===== src/rtl/ram8_pkg.sv =====
// Shared types and constants for the RAM8 arbiter slice.
package ram8_pkg;

  localparam int WIDTH_DEFAULT = 16;
  localparam int ADDR_W        = 3;

  typedef struct packed {
    logic                     valid;
    logic                     write;
    logic [ADDR_W-1:0]        addr;
    logic [WIDTH_DEFAULT-1:0] wdata;
  } req_t;

endpackage


===== src/rtl/rr_arb2.sv =====
// Two-way round-robin arbiter; prio names the requester that wins a tie.
module rr_arb2
  import ram8_pkg::*;
(
  input  logic       clk,
  input  logic       rst_n,
  input  logic [1:0] req,
  output logic [1:0] gnt
);

  logic prio;

  always_comb begin
    gnt = 2'b00;
    if (req == 2'b11) gnt = prio ? 2'b10 : 2'b01;
    else              gnt = req;
  end

  // the loser of any grant gets priority next time
  always_ff @(posedge clk or negedge rst_n) begin
    if (!rst_n)      prio <= 1'b0;
    else if (gnt[0]) prio <= 1'b1;
    else if (gnt[1]) prio <= 1'b0;
  end

endmodule


===== src/rtl/ram8_arbiter.sv =====
// Shares one RAM8 between requesters A and B with round-robin arbitration
// and a registered one-cycle read response per requester.
module ram8_arbiter #(
  parameter int WIDTH  = ram8_pkg::WIDTH_DEFAULT,
  parameter int ADDR_W = ram8_pkg::ADDR_W
) (
  input  logic              clk,
  input  logic              rst_n,
  input  logic              a_valid,
  input  logic              a_write,
  input  logic [ADDR_W-1:0] a_addr,
  input  logic [WIDTH-1:0]  a_wdata,
  output logic              a_ready,
  output logic              a_rvalid,
  output logic [WIDTH-1:0]  a_rdata,
  input  logic              b_valid,
  input  logic              b_write,
  input  logic [ADDR_W-1:0] b_addr,
  input  logic [WIDTH-1:0]  b_wdata,
  output logic              b_ready,
  output logic              b_rvalid,
  output logic [WIDTH-1:0]  b_rdata,
  output logic [WIDTH-1:0]  ram_in,
  output logic              ram_load,
  output logic [ADDR_W-1:0] ram_address,
  input  logic [WIDTH-1:0]  ram_out
);
  import ram8_pkg::*;

  req_t       req_a;
  req_t       req_b;
  logic [1:0] gnt_raw;
  logic [1:0] gnt;

  assign req_a = '{valid: a_valid, write: a_write, addr: a_addr, wdata: a_wdata};
  assign req_b = '{valid: b_valid, write: b_write, addr: b_addr, wdata: b_wdata};

  rr_arb2 u_arb (
    .clk   (clk),
    .rst_n (rst_n),
    .req   ({req_b.valid, req_a.valid}),
    .gnt   (gnt_raw)
  );

  // no handshake may complete while reset is held
  assign gnt     = gnt_raw & {2{rst_n}};
  assign a_ready = gnt[0];
  assign b_ready = gnt[1];

  always_comb begin
    ram_address = '0;
    ram_in      = '0;
    ram_load    = 1'b0;
    if (gnt[0]) begin
      ram_address = req_a.addr;
      ram_in      = req_a.wdata;
      ram_load    = req_a.write;
    end else if (gnt[1]) begin
      ram_address = req_b.addr;
      ram_in      = req_b.wdata;
      ram_load    = req_b.write;
    end
  end

  always_ff @(posedge clk or negedge rst_n) begin
    if (!rst_n) begin
      a_rvalid <= 1'b0;
      b_rvalid <= 1'b0;
      a_rdata  <= '0;
      b_rdata  <= '0;
    end else begin
      a_rvalid <= gnt[0] & ~req_a.write;
      b_rvalid <= gnt[1] & ~req_b.write;
      if (gnt[0] && !req_a.write) a_rdata <= ram_out;
      if (gnt[1] && !req_b.write) b_rdata <= ram_out;
    end
  end

endmodule

===== config.mk =====
export PLATFORM = sky130hd
export DESIGN_NAME = ram8_arbiter
export DESIGN_NICKNAME = d
export VERILOG_FILES = /design/src/rtl/ram8_pkg.sv /design/src/rtl/rr_arb2.sv /design/src/rtl/ram8_arbiter.sv
export SDC_FILE = /design/constraint.sdc
export NUM_CORES = 1
export LEC_CHECK = 0
export BUFFER_PORTS_ARGS = -buffer_cell sky130_fd_sc_hd__buf_2
export CORE_MARGIN = 4
export CORE_UTILIZATION = 42
export CTS_BUF_LIST = sky130_fd_sc_hd__clkbuf_8
export DETAILED_ROUTE_END_ITERATION = 8
export GPL_ROUTABILITY_DRIVEN = 0
export GPL_TIMING_DRIVEN = 0
export PLACE_DENSITY = 0.8
export RECOVER_POWER = 25
export SYNTH_ARGS = -nofsm -noshare
export SYNTH_HDL_FRONTEND = slang
export SYNTH_SLANG_ARGS = --single-unit

===== constraint.sdc =====
create_clock -name clk -period 2.1 [get_ports clk]
set_clock_uncertainty 0.1 [all_clocks]
set_input_delay 0.42 -clock clk [delete_from_list [all_inputs] [get_ports clk]]
set_output_delay 0.42 -clock clk [all_outputs]
set_load 0.005 [all_outputs]

==> results by stage, run 1 <==
Outcome:
- The flow ran to the end, and the final reports show no timing, DRC or antenna violations.

Worst setup path:
- The type of element capturing the critical path is a primary output.
- The data arrival time of the critical path is ~1.5 ns.
- The element type at the critical path start is a flip-flop.
- The critical path is of the reg -> out type.
- The required time of the worst setup path is ~1.6 ns.
- Along the worst path, the maximum fanout reaches 10.

Logic synthesis:
- The post-synthesis net count is around 160.
- The netlist uses 16 different library cells.
- The count of warnings emitted by yosys is 0.
- The count of mapped cells out of synthesis is roughly 100.
- The post-synthesis sequential area ratio is a little over half.
- The simple-gate share of the synthesized area is between 2 and 2.5%.
- The largest family of logic cells by synthesized area is multiplexers.
- The share of synthesized area spent on multiplexers is roughly a quarter.
- The adder-cell area share of the yosys netlist is 0%.
- Summing every instance area after synthesis gives about 1600 um^2.
- Of the total synthesized cell area, the portion taken by XOR and XNOR cells is 0%.
- The synthesized area per cell is around 16 um^2.
- The area fraction in compound gates after synthesis is 12.67%.
- Counting flops and latches in the post-synthesis netlist gives 35.

CTS:
- The clock tree root driver cell is sky130_fd_sc_hd__clkbuf_8.
- The maximum level of the CTS H-tree is 2.
- The clock-pin slew of the registers on the worst-case setup and hold paths is about 0.07 ns.
- For this design, the sink count on the clock tree is 35.
- The CTS tree is done.
- No sink is reached through more buffers than the 2 on the longest clock path.
- Clock tree synthesis inserted a total of 5 buffers.
- The worst-skew pair later-pin latency is approximately 0.28 ns.

Placement:
- Summed over all nets, the half-perimeter wirelength after detailed placement is 3363 um.
- The post-placement cell count is between 200 and 300.
- During placement, the flow inserted port buffers numbering around 120.

Global routing:
- The number of global-route vias before repair is 1,429.
- The wire length of the first global-routing pass is 7224 um.
- The overall overflow remaining after global route is 0.
- The pin count of the biggest net entering global routing is 36.
- The number of antenna violations at the first check in global routing is 0.
- Across every metal layer, demand over resource in global routing totals between 10% and 20%.

Power:
- The switching power is ~0.53 mW.
- The combinational fraction of design power is a little over a quarter.
- The overall power after layout is 2.188 mW.
- The power per unit of standard cell area is about 900 nW/um^2.
- The worst-case vdd ir drop is 0.5582 mV.
- The leakage power of the design is 1.315 nW.
- The cell-internal power is approximately 1.7 mW.
- The part of the power in registers is between 40% and 50%.
- The switching power as a share of total power is between 20% and 30%.
- The clock network burns about a third of the power.

STA:
- The final setup TNS is 0 ns.
- The hold violation total from the final report was 0.
- Headroom to the max-slew limit came out at between 40% and 50%.
- The transition time of the tightest slew-check pin is 0.8429 ns.
- The final critical-path share of the clock period is between 90 and 100%.
- Static timing analysis puts the maximum clock frequency at 0.4963 GHz.
- The number of setup violations in the final report is 0.
- Setup repair after global routing left no endpoint under its margin.
- The worst path needs 2.015 ns of the cycle, external delays included.
- Final hold analysis gives a worst-case slack of roughly 0.28 ns.
- The final number of max-transition violations came to 0.

Hold path:
- The path class of the tightest hold or removal check is in -> reg.

Drt:
- The total number of vias is between 1,000 and 1,500.
- In this run the remaining antenna-violating nets after routing total 0.
- The post-route DRC violation count is 0.
- The overall routed net length is between 4000 and 5000 um.
- In the final routed layout, each cell accounts on average for about 16 um.
- The first-pass iteration count of the detailed router is 4.
- For this block, the initial DRC count from the detailed router was 90.
- Dividing the detail-routed via count by the number of cells gives slightly below 5.

Floorplan:
- The die covers about 4900 um^2.
- The y dimension of the die is about 70 um.
- The core area is 3689 um^2.
- The initialized floorplan defines 22 standard-cell rows.
- The I/O pin total is 116.
- The floorplan step set the die width to 70.09 um.
- For this configuration, the core starts out at a cell density of 43.89%.

Layout:
- The fraction of the core area covered by cells at the end of the flow is roughly two thirds.
- The non-filler instance count after layout is 276.
- After the last flow step, the layout net total stands at about 290.
- The area added between synthesis and finish is 50.70%.
- Cells with a size suffix above 1 make up approximately three quarters of the layout.
- In the layout the commonest cells are sky130_fd_sc_hd__buf_2, sky130_fd_sc_hd__dfrtp_1, sky130_fd_sc_hd__a22o_1, sky130_fd_sc_hd__mux2_4, sky130_fd_sc_hd__mux2_2.
- The library cell used most frequently in the layout, excluding fill and tap cells, is sky130_fd_sc_hd__buf_2.
- The antenna diode count is 0.

Flow run:
- Across the run, the number of max-cap violations was 0.
final timing paths:
kind                            start  cells past startpoint          to  slack, ns
min in group asynchronous       rst_n                      3  b_rdata[9]       0.79
setup / recovery           u_arb.prio                      5  ram_in[10]       0.09
hold reg to reg            b_rdata[2]                      1  b_rdata[2]       0.41
setup reg to reg           u_arb.prio                      4  a_rdata[8]       0.30
max in group asynchronous       rst_n                      3  u_arb.prio       0.54
hold / removal             ram_out[0]                      2  a_rdata[0]       0.28
registers in the layout, indices dropped and copies added (netlist names):
register    cells
b_rdata        16
b_rvalid        1
a_rvalid        1
a_rdata        16
u_arb.prio      1
critical path: stages (launching register included):
cell and delay, ns:
sky130_fd_sc_hd__dfrtp_2 0.42, sky130_fd_sc_hd__nand2b_4 0.15, sky130_fd_sc_hd__and3_4 0.19, sky130_fd_sc_hd__buf_6 0.14
sky130_fd_sc_hd__a22o_1 0.18, sky130_fd_sc_hd__buf_2 0.13
cell type report:
type	count	area, um^2
flip-flops and latches	35	877.1
inverters	1	3.754
repair buffers	118	608.1
clock inverters	3	63.81
well taps	48	60.06
fillers	300	1249
multi-input cells	59	674.4
plain buffers	7	83.83
clock buffers	5	68.82
cells in the mapped netlist:
master                     count  share of area [%]
sky130_fd_sc_hd__dfrtp_1      35                 54
sky130_fd_sc_hd__a22o_1       20                 11
sky130_fd_sc_hd__mux2_4       18                 17
sky130_fd_sc_hd__mux2_2       14                9.7
sky130_fd_sc_hd__buf_2         3               0.93
sky130_fd_sc_hd__buf_12        2                2.5
sky130_fd_sc_hd__a211oi_4      1                1.2
sky130_fd_sc_hd__a21oi_1       1               0.31
sky130_fd_sc_hd__and3_1        1               0.39
sky130_fd_sc_hd__and4b_1       1               0.62
sky130_fd_sc_hd__buf_6         1               0.70
sky130_fd_sc_hd__clkbuf_1      1               0.23
sky130_fd_sc_hd__inv_1         1               0.23
sky130_fd_sc_hd__nand2_2       1               0.39
sky130_fd_sc_hd__nand2b_4      1               0.85
sky130_fd_sc_hd__o21ai_0       1               0.31
power groups by stage:
stage               combinational, mW  sequential [mW]  clock, mW
finish                          0.574            0.907      0.707
global route                    0.626            0.929      0.763
CTS                             0.577            0.907      0.726
detailed placement              0.567            0.916          0
global placement                0.553            0.911          0
floorplan                       0.256            0.929          0
cells by family (layout without fill, tap and decap cells):
group / after synthesis / count (layout)
DFF: 35 / 35
muxes: 32 / 32
AOI/OAI and AO/OA: 23 / 23
buffers and inverters: 8 / 134
and+or+nand+nor: 4 / 4
per-layer routing:
metal | up-vias | track usage [%] | routed length, um
met4 | 0 | 6.170 | 62
met5 | - | 0 | 0
met1 | 660 | 23.59 | 1844
met2 | 52 | 30.43 | 2289
li1 | 631 | - | -
met3 | 8 | 5.036 | 286
what timing repair did:
item / 4_1_cts / 5_1_grt
pin swaps: 0 / 0
hold endpoints to repair: 35 / 0
hold buffers: 2 / 0
gates resized for setup: 4 / 9
setup endpoints to repair: 31 / 19
buffers inserted: 0 / 1
stage by stage:
step           setup slack [ns]  instance area, um^2
6_report                0.08524                 2440
3_5_place_dp            -0.5940                 2255
3_3_place_gp            -0.5668                 2255
2_1_floorplan            0.4494                 1619
4_1_cts               -0.002161                 2429
5_1_grt                 0.01271                 2440
Power figures use the tool's default switching activity.
==> run 2, diff against run 1 <==
Settings changed: CORE_UTILIZATION 42 to 38, PLACE_DENSITY 0.8 to 0.76.
Clock period 2.1 ns to 1.8 ns, I/O delays scaled along.
==> results by stage, run 2 (same netlist as run 1, synthesis figures left out) <==
Worst setup path:
- The worst register-to-register path has a depth of 7.
- Of all nets on the critical path, the largest fanout is 5.
- The cell class contributing the biggest share of worst-path delay is flip-flops.
- In this run the worst setup path terminates at ram_address[0].
- The startpoint identified for the worst register-to-register timing path is u_arb.prio.
- Traced cell by cell, the critical path runs through nand2b_4 > and3_4 > buf_6 > a22o_1 > buf_2.
- The number of logic stages on the critical path including buffering is 5.
- The required time of the worst setup path is between 1 and 1.5 ns.
- Setup slack on the worst reg-to-reg path comes out at ~0.020 ns.
- Data arrives at the worst endpoint at approximately 1.5 ns.
- The element type at the critical path start is a flip-flop.
- The category of the most critical setup path is reg -> out.
- In this run the worst setup path begins at u_arb.prio.
- STA classifies the critical path endpoint as a primary output.
- The endpoint identified for the worst register-to-register timing path is b_rdata[13].
- Among all stages on the critical path, the largest delay is contributed by sky130_fd_sc_hd__dfrtp_1.
- The peak per-stage delay on the critical path is 0.41 ns.
- The critical path contains buffers and inverters numbering 2 combined.

Layout:
- The area occupied by multi-input gates is just under 700 um^2.
- The number of nets at the end of the flow is slightly below 300.
- Cells with a size suffix above 1 make up 73.93% of the layout.
- The repair_antennas step left the layout with diodes totalling 0.
- From synthesis to final layout, the design area changed by 51.93%.
- Leaving out filler cells and counting taps, the final layout contains between 200 and 300.
- The library cells used most frequently in the layout, excluding fill and tap cells, are sky130_fd_sc_hd__buf_2, sky130_fd_sc_hd__dfrtp_1, sky130_fd_sc_hd__a22o_1, sky130_fd_sc_hd__mux2_4, sky130_fd_sc_hd__mux2_2.
- The total of fill cells in the finished design is approximately 350.
- In the final layout, the registers with the most flip-flops are a_rdata x16, b_rdata x16.
- The total area of sequential cells is 875.8 um^2.
- The most common library cell in the layout ignoring fill and taps is sky130_fd_sc_hd__buf_2.
- The fraction of the core area covered by cells at the end of the flow is around 61%.
- After routing the design area is roughly 2500 um^2.

CTS:
- The H-tree generated during clock tree synthesis spans 2 levels.
- The clock-pin slew of the registers on the worst-case setup and hold paths is approximately 0.07 ns.
- The CTS tree is done.
- The longest clock path from root to sink contains 2 buffers.
- Buffers inserted during clock tree synthesis total 5.
- The number of sinks handled by clock tree synthesis is 35.
- The later pin in the worst-skew pair is clocked with a latency of between 0.2 and 0.3 ns.
- Clock tree synthesis selected as its root buffer the cell sky130_fd_sc_hd__clkbuf_8.

Drt:
- After detailed routing, the average wire length per cell comes to 15.58 um.
- The final antenna-violating net count is 0.
- For this run, the detailed router's first-pass iteration total came to 4.
- In the routed design, unresolved DRC markers number 0.
- After detailed routing, the total wire length is about 4400 um.
- The total number of vias is ~1,300.
- Using the TritonRoute via totals, the vias-per-cell ratio works out to 4.676.
- The iteration-0 DRC count of the detailed router is 63.

Power:
- The power per unit of standard cell area is slightly above 900 nW/um^2.
- The worst-case vdd ir drop is 0.4866 mV.
- The clock network accounts for 23.0% of the total power.
- The leakage power of the design is approximately 1.3 nW.
- Cell internal power was estimated by the tool at around 1.7 mW.
- The switching power is ~0.60 mW.
- The part of the power in registers is roughly 47%.
- Net switching is 26.51% of the power.
- The combinational fraction of design power is 30.5%.

Floorplan:
- The die area is between 5000 and 6000 um^2.
- In this run the count of I/O pins placed on the die edge is between 100 and 150.
- After floorplanning, the core was sized to cover approximately 4100 um^2.
- The floorplan has 23 rows.
- The die is 73.28 um tall.
- The initial core utilization is about two fifths.
- Measured along the x axis, the die boundary spans ~73 um.

Hold path:
- The min-delay analysis places its worst path in the category in -> reg.
- Along the worst hold path, the cell count comes to 2.

STA:
- Setup repair after global routing could not meet its margin everywhere.
- Dividing the final minimum period by the clock period gives 106.7%.
- At the pin with the least slew margin, the transition time is between 0.8 and 0.9 ns.
- Headroom to the max-slew limit came out at 43.55%.
- The worst path in the final design needs a cycle of about 1.9 ns, including I/O delays and setup.
- The final number of max-transition violations is 0.
- The hold violation total from the final report is 0.
- After layout, the worst setup slack is -0.1200 ns.
- Setup violations remaining at the end of the flow were counted as 19.
- Based on the critical path, the design can be clocked at up to between 0.5 and 0.6 GHz.

Global routing:
- The number of antenna violations at the first check in global routing is 0.
- The wire length of the first global-routing pass is 6582 um.
- The number of global-route vias before repair is roughly 1,400.
- The all-layer global routing usage is between 10% and 20%.
- For this run the aggregate overflow at the end of global routing stands at 0.
- Entering global routing, the biggest net connects 36 pins.

Placement:
- The detailed placer's ending HPWL is roughly 3200 um.
- The count of buffers added on input and output ports is ~120.
- The total placed instance area is between 2000 and 2500 um^2.
- The post-placement cell count is approximately 270.

Outcome:
- The checks that failed: negative setup slack.
- The flow ran to the end, but the final reports show violations.

Flow run:
- Across the run, the number of max-cap violations was 0.
[run 2: cell types whose count changed in the layout (fill, tap and decap cells not counted), moves of 2 or more]
cell | before | now
sky130_fd_sc_hd__buf_4 | 1 | 5
sky130_fd_sc_hd__buf_2 | 116 | 114
sky130_fd_sc_hd__buf_6 | 3 | 6
sky130_fd_sc_hd__bufinv_16 | 2 | 0
[run 2: worst reg2reg max path, stage by stage, from the launching register on]
cell and delay, ns:
sky130_fd_sc_hd__dfrtp_1 0.41, sky130_fd_sc_hd__nand2b_4 0.15, sky130_fd_sc_hd__buf_4 0.13, sky130_fd_sc_hd__buf_6 0.10
sky130_fd_sc_hd__and4b_1 0.17, sky130_fd_sc_hd__buf_6 0.15, sky130_fd_sc_hd__buf_12 0.15, sky130_fd_sc_hd__mux2_4 0.30
[run 2: what timing repair did]
item,4_1_cts,5_1_grt
hold buffers,2,0
gates resized for setup,12,6
cloned,1,1
buffers inserted,4,1
endpoints found under the setup margin,50,22
endpoints found under the hold margin,35,0
pin swaps,1,1
[run 2: routing by layer]
layer  share of wire, %  wire length, um  vias to the layer above  global-route usage (%)
met5                  0                0                        -                       0
met3                4.6              202                        7                   3.420
li1                   -                -                      644                       -
met1                 41             1793                      636                   20.40
met2                 54             2372                       41                   26.42
met4                1.3               56                        0                   6.352
[run 2: how the worst min path moves through the flow]
stage                 from          end  slack, ns
6_report       ram_out[15]  b_rdata[15]       0.22
5_1_grt         ram_out[4]   a_rdata[4]       0.21
2_1_floorplan        rst_n   a_rdata[0]      -0.04
3_5_place_dp    b_rdata[4]   b_rdata[4]       0.39
4_1_cts         ram_out[4]   a_rdata[4]       0.21
3_3_place_gp         rst_n   a_rdata[2]       0.39
[run 2: area by class of cell]
type	instances	area share, %
plain buffers	7	3.611
clock buffers	5	2.798
clock inverters	3	0.5086
inverters	1	0.1526
multi-input cells	59	27.57
flip-flops and latches	35	35.61
well taps	50	2.543
repair buffers	124	27.21
[run 2: stage by stage]
step                      setup WS (ns)  setup TNS [ns]  power [mW]  hold WS, ns
after floorplan                  0.2456               0       1.382     -0.03559
after global placement          -0.7690          -28.78       1.703       0.3859
after detailed placement        -0.8253          -31.48       1.726       0.3898
after CTS                       -0.1182          -2.020       2.292       0.2135
after global routing            -0.1610          -2.714       2.416       0.2139
final                           -0.1200          -1.782       2.265       0.2215
[run 2: power by group through the flow]
stage	clock network, mW	registers (mW)	logic, mW
5_1_grt	0.583	1.08	0.751
6_report	0.521	1.05	0.690
2_1_floorplan	0	1.08	0.299
4_1_cts	0.542	1.06	0.694
3_5_place_dp	0	1.07	0.659
3_3_place_gp	0	1.06	0.642
==> run 3, diff against run 2 <==
==> constraint.sdc (replaced) <==
create_clock -name clk -period 1.8 [get_ports clk]
set_clock_uncertainty 0.1 [all_clocks]
set_input_delay 0.36 -clock clk [delete_from_list [all_inputs] [get_ports clk]]
set_output_delay 0.36 -clock clk [all_outputs]
set_load 0.02 [all_outputs]
==> results by stage, run 3 (same netlist as run 1, synthesis figures left out) <==
Outcome:
- The flow ran to the end, but the final reports show violations.
- The checks that failed: negative setup slack.

Layout:
- The area added between synthesis and finish is 57.57%.
- The finished cells cover around 2600 um^2.
- The largest registers in the layout are a_rdata x16, b_rdata x16.
- The number of nets at the end of the flow is 292.
- The top cell types in the final layout, fill and taps aside, are sky130_fd_sc_hd__buf_2, sky130_fd_sc_hd__dfrtp_1, sky130_fd_sc_hd__buf_6, sky130_fd_sc_hd__a22o_1, sky130_fd_sc_hd__mux2_4.
- The fraction of final layout cells sized beyond drive strength 1 is around 74%.
- The library cell used most frequently in the layout, excluding fill and tap cells, is sky130_fd_sc_hd__buf_2.
- The repair_antennas step left the layout with diodes totalling 0.

Worst setup path:
- The signal on the critical path passes through nand2b_4 > and3_4 > buf_6 > a22o_1 > buf_6.
- For this design, the slowest cell found on the critical path is sky130_fd_sc_hd__dfrtp_1.
- STA classifies the critical path endpoint as a primary output.
- The data arrival time of the critical path is 1.49 ns.
- Along the worst path, the maximum fanout reaches 5.
- The endpoint of the lowest-slack register-to-register path is b_rdata[13].
- STA classifies the critical path startpoint as a flip-flop.
- The required time of the worst setup path is 1.34 ns.
- Measured in cells, the most critical reg-to-reg path has a length of 7.
- The peak per-stage delay on the critical path is ~0.4 ns.
- The cell family contributing the most delay on the critical path is flip-flops.
- Counting both buffers and inverters, the worst setup path holds a total of 2.
- The cell seen most often among critical-path stages is sky130_fd_sc_hd__buf_6.
- The reg-to-reg startpoint is u_arb.prio.
- Across all register-to-register paths, the minimum setup slack is 0.03 ns.
- The setup path with the least slack is of type reg -> out.

Floorplan:
- Measured along the x axis, the die boundary spans 73.28 um.
- The initial core utilization is between 30 and 40%.
- The floorplan has 23 rows.
- The I/O pin total is between 100 and 150.
- The die area is 5369 um^2.
- The total area inside the core boundary comes to between 4000 and 5000 um^2.
- In this run the vertical extent of the chip is 73.28 um.

Hold path:
- For hold timing, the worst endpoint is a_rdata[4].
- The origin of the worst min-delay path is ram_out[4].
- The class of the tightest hold or removal check is in -> reg.
- The worst hold path stage count is 2.

Power:
- The leakage power of the design is 1.344 nW.
- The overall power after layout is 2.559 mW.
- Sequential cells burn 41.2% of the power.
- The combinational fraction of design power is 38.4%.
- For this design the total switching power over the nets is 0.8585 mW.
- The switching power as a share of total power is approximately 34%.
- The worst-case vdd ir drop is between 0.5 and 0.6 mV.
- Of the total power, the clock network draws 20.4%.
- Dividing total power by cell area gives a power density of approximately 1000 nW/um^2.
- The cell-internal power is between 1.5 and 2 mW.

STA:
- For this run, the top clock speed supported by timing is roughly 0.51 GHz.
- Setup repair after global routing could not meet its margin everywhere.
- The shortest period the worst path allows is around 1.9 ns.
- The final number of max-transition violations was 0.
- The transition time of the tightest slew-check pin is between 0.8 and 0.9 ns.
- Measured against its own limit, the worst slew margin works out to about 43%.
- The worst path setup slack after routing is -0.1468 ns.
- The number of setup violations in the final report is 19.
- The final critical-path share of the clock period is 108.2%.
- Final hold analysis gives a worst-case slack of about 0.23 ns.
- The hold violation total from the final report is 0.
- Setup total negative slack on the finished layout was measured at -2.246 ns.

Drt:
- The final antenna-violating net count is 0.
- The routed layout has 1,329 vias.
- Before antenna repair, the detailed router went through 4 iterations.
- The iteration-0 DRC count of the detailed router is 57.
- The overall routed net length is 4681 um.
- For this run, design rule violations remaining after detail routing come to 0.
- The wire length per cell is between 15 and 20 um.
- After detailed routing, the number of vias per cell comes to between 4 and 5.

CTS:
- The clock-pin slew of the registers on the worst-case setup and hold paths is approximately 0.070 ns.
- The later pin in the worst-skew pair is clocked with a latency of between 0.2 and 0.3 ns.
- The number of buffers added by the clock tree synthesis step is 5.
- The maximum level of the CTS H-tree is 2.
- The number of sinks handled by clock tree synthesis is 35.
- The CTS tree is done.
- In this run the clock root is driven by a sky130_fd_sc_hd__clkbuf_8.
- The buffer levels on the longest clock path is 2.

Global routing:
- The first global-routing pass estimated ~7000 um of wire.
- After global routing the overflow that remains totals 0.
- The met3 usage is 3.557%.
- In the global route stage, met2 resource usage came out at approximately 29%.
- Entering global routing, the biggest net connects 36 pins.
- Global routing used between 20% and 30% of the available met1 tracks.
- The number of global-route vias before repair was ~1,400.
- The number of antenna violations at the first check in global routing is 0.
- Global routing used about 17% of the available tracks across all layers.
- The busiest metal layer after global routing is met2.

Placement:
- Before CTS, the worst setup slack after placement is -0.8764 ns.
- The number of I/O port buffers is 115.
- The total placed instance area is 2257 um^2.
- The HPWL after detailed placement is about 3200 um.

Flow run:
- Across the run, the number of max-cap violations was 0.
-- run 3: changes by cell type in the layout (fill, tap and decap cells not counted), sizes merged --
| cell | delta |
|---|---|
| buf | -1 |
-- run 3: how the worst max path moves through the flow --
stage,from,to,slack [ns],cells after the start
floorplan,u_arb.prio,ram_address[0],0.12,4
global placement,rst_n,ram_address[2],-0.82,6
detailed placement,rst_n,ram_in[3],-0.88,6
CTS,u_arb.prio,ram_address[0],-0.16,5
global route,u_arb.prio,ram_in[11],-0.20,5
finish,u_arb.prio,ram_in[11],-0.15,5
-- run 3: metrics by stage --
step | cells | util, %
2_1_floorplan | 102 | -
3_3_place_gp | 267 | 55.63
3_5_place_dp | 267 | 55.63
4_1_cts | 281 | 62.47
5_1_grt | 283 | 62.87
6_report | 283 | 62.87
-- run 3: per-layer routing --
| layer | share of wire [%] | up-vias |
|---|---|---|
| met1 | 39 | 642 |
| met3 | 3.9 | 6 |
| met4 | 1.8 | 0 |
| met2 | 56 | 38 |
| li1 | - | 643 |
| met5 | 0 | - |
-- run 3: power groups by stage --
stage	Sequential [mW]	Clock, mW	Combinational, mW
final	1.05	0.522	0.984
after floorplan	1.29	0	0.341
after global routing	1.08	0.582	1.04
after global placement	1.06	0	0.895
after CTS	1.06	0.542	0.982
after detailed placement	1.07	0	0.911
-- run 3: timing repair --
action,in CTS,in global routing
hold buffers,2,0
endpoints found under the hold margin,35,0
endpoints found under the setup margin,50,21
cloned,0,1
buffers inserted,4,1
resized for setup,43,6
pin swaps,2,4
-- run 3: final cells by class --
type	count	area (um^2)
fill	327	1506
sequential	35	875.8
timing repair buffer	123	760.7
multi-input combinational	59	678.2
buffer	7	88.84
clock buffer	5	68.82
tap	50	62.56
clock inverter	3	12.51
inverter	1	3.754
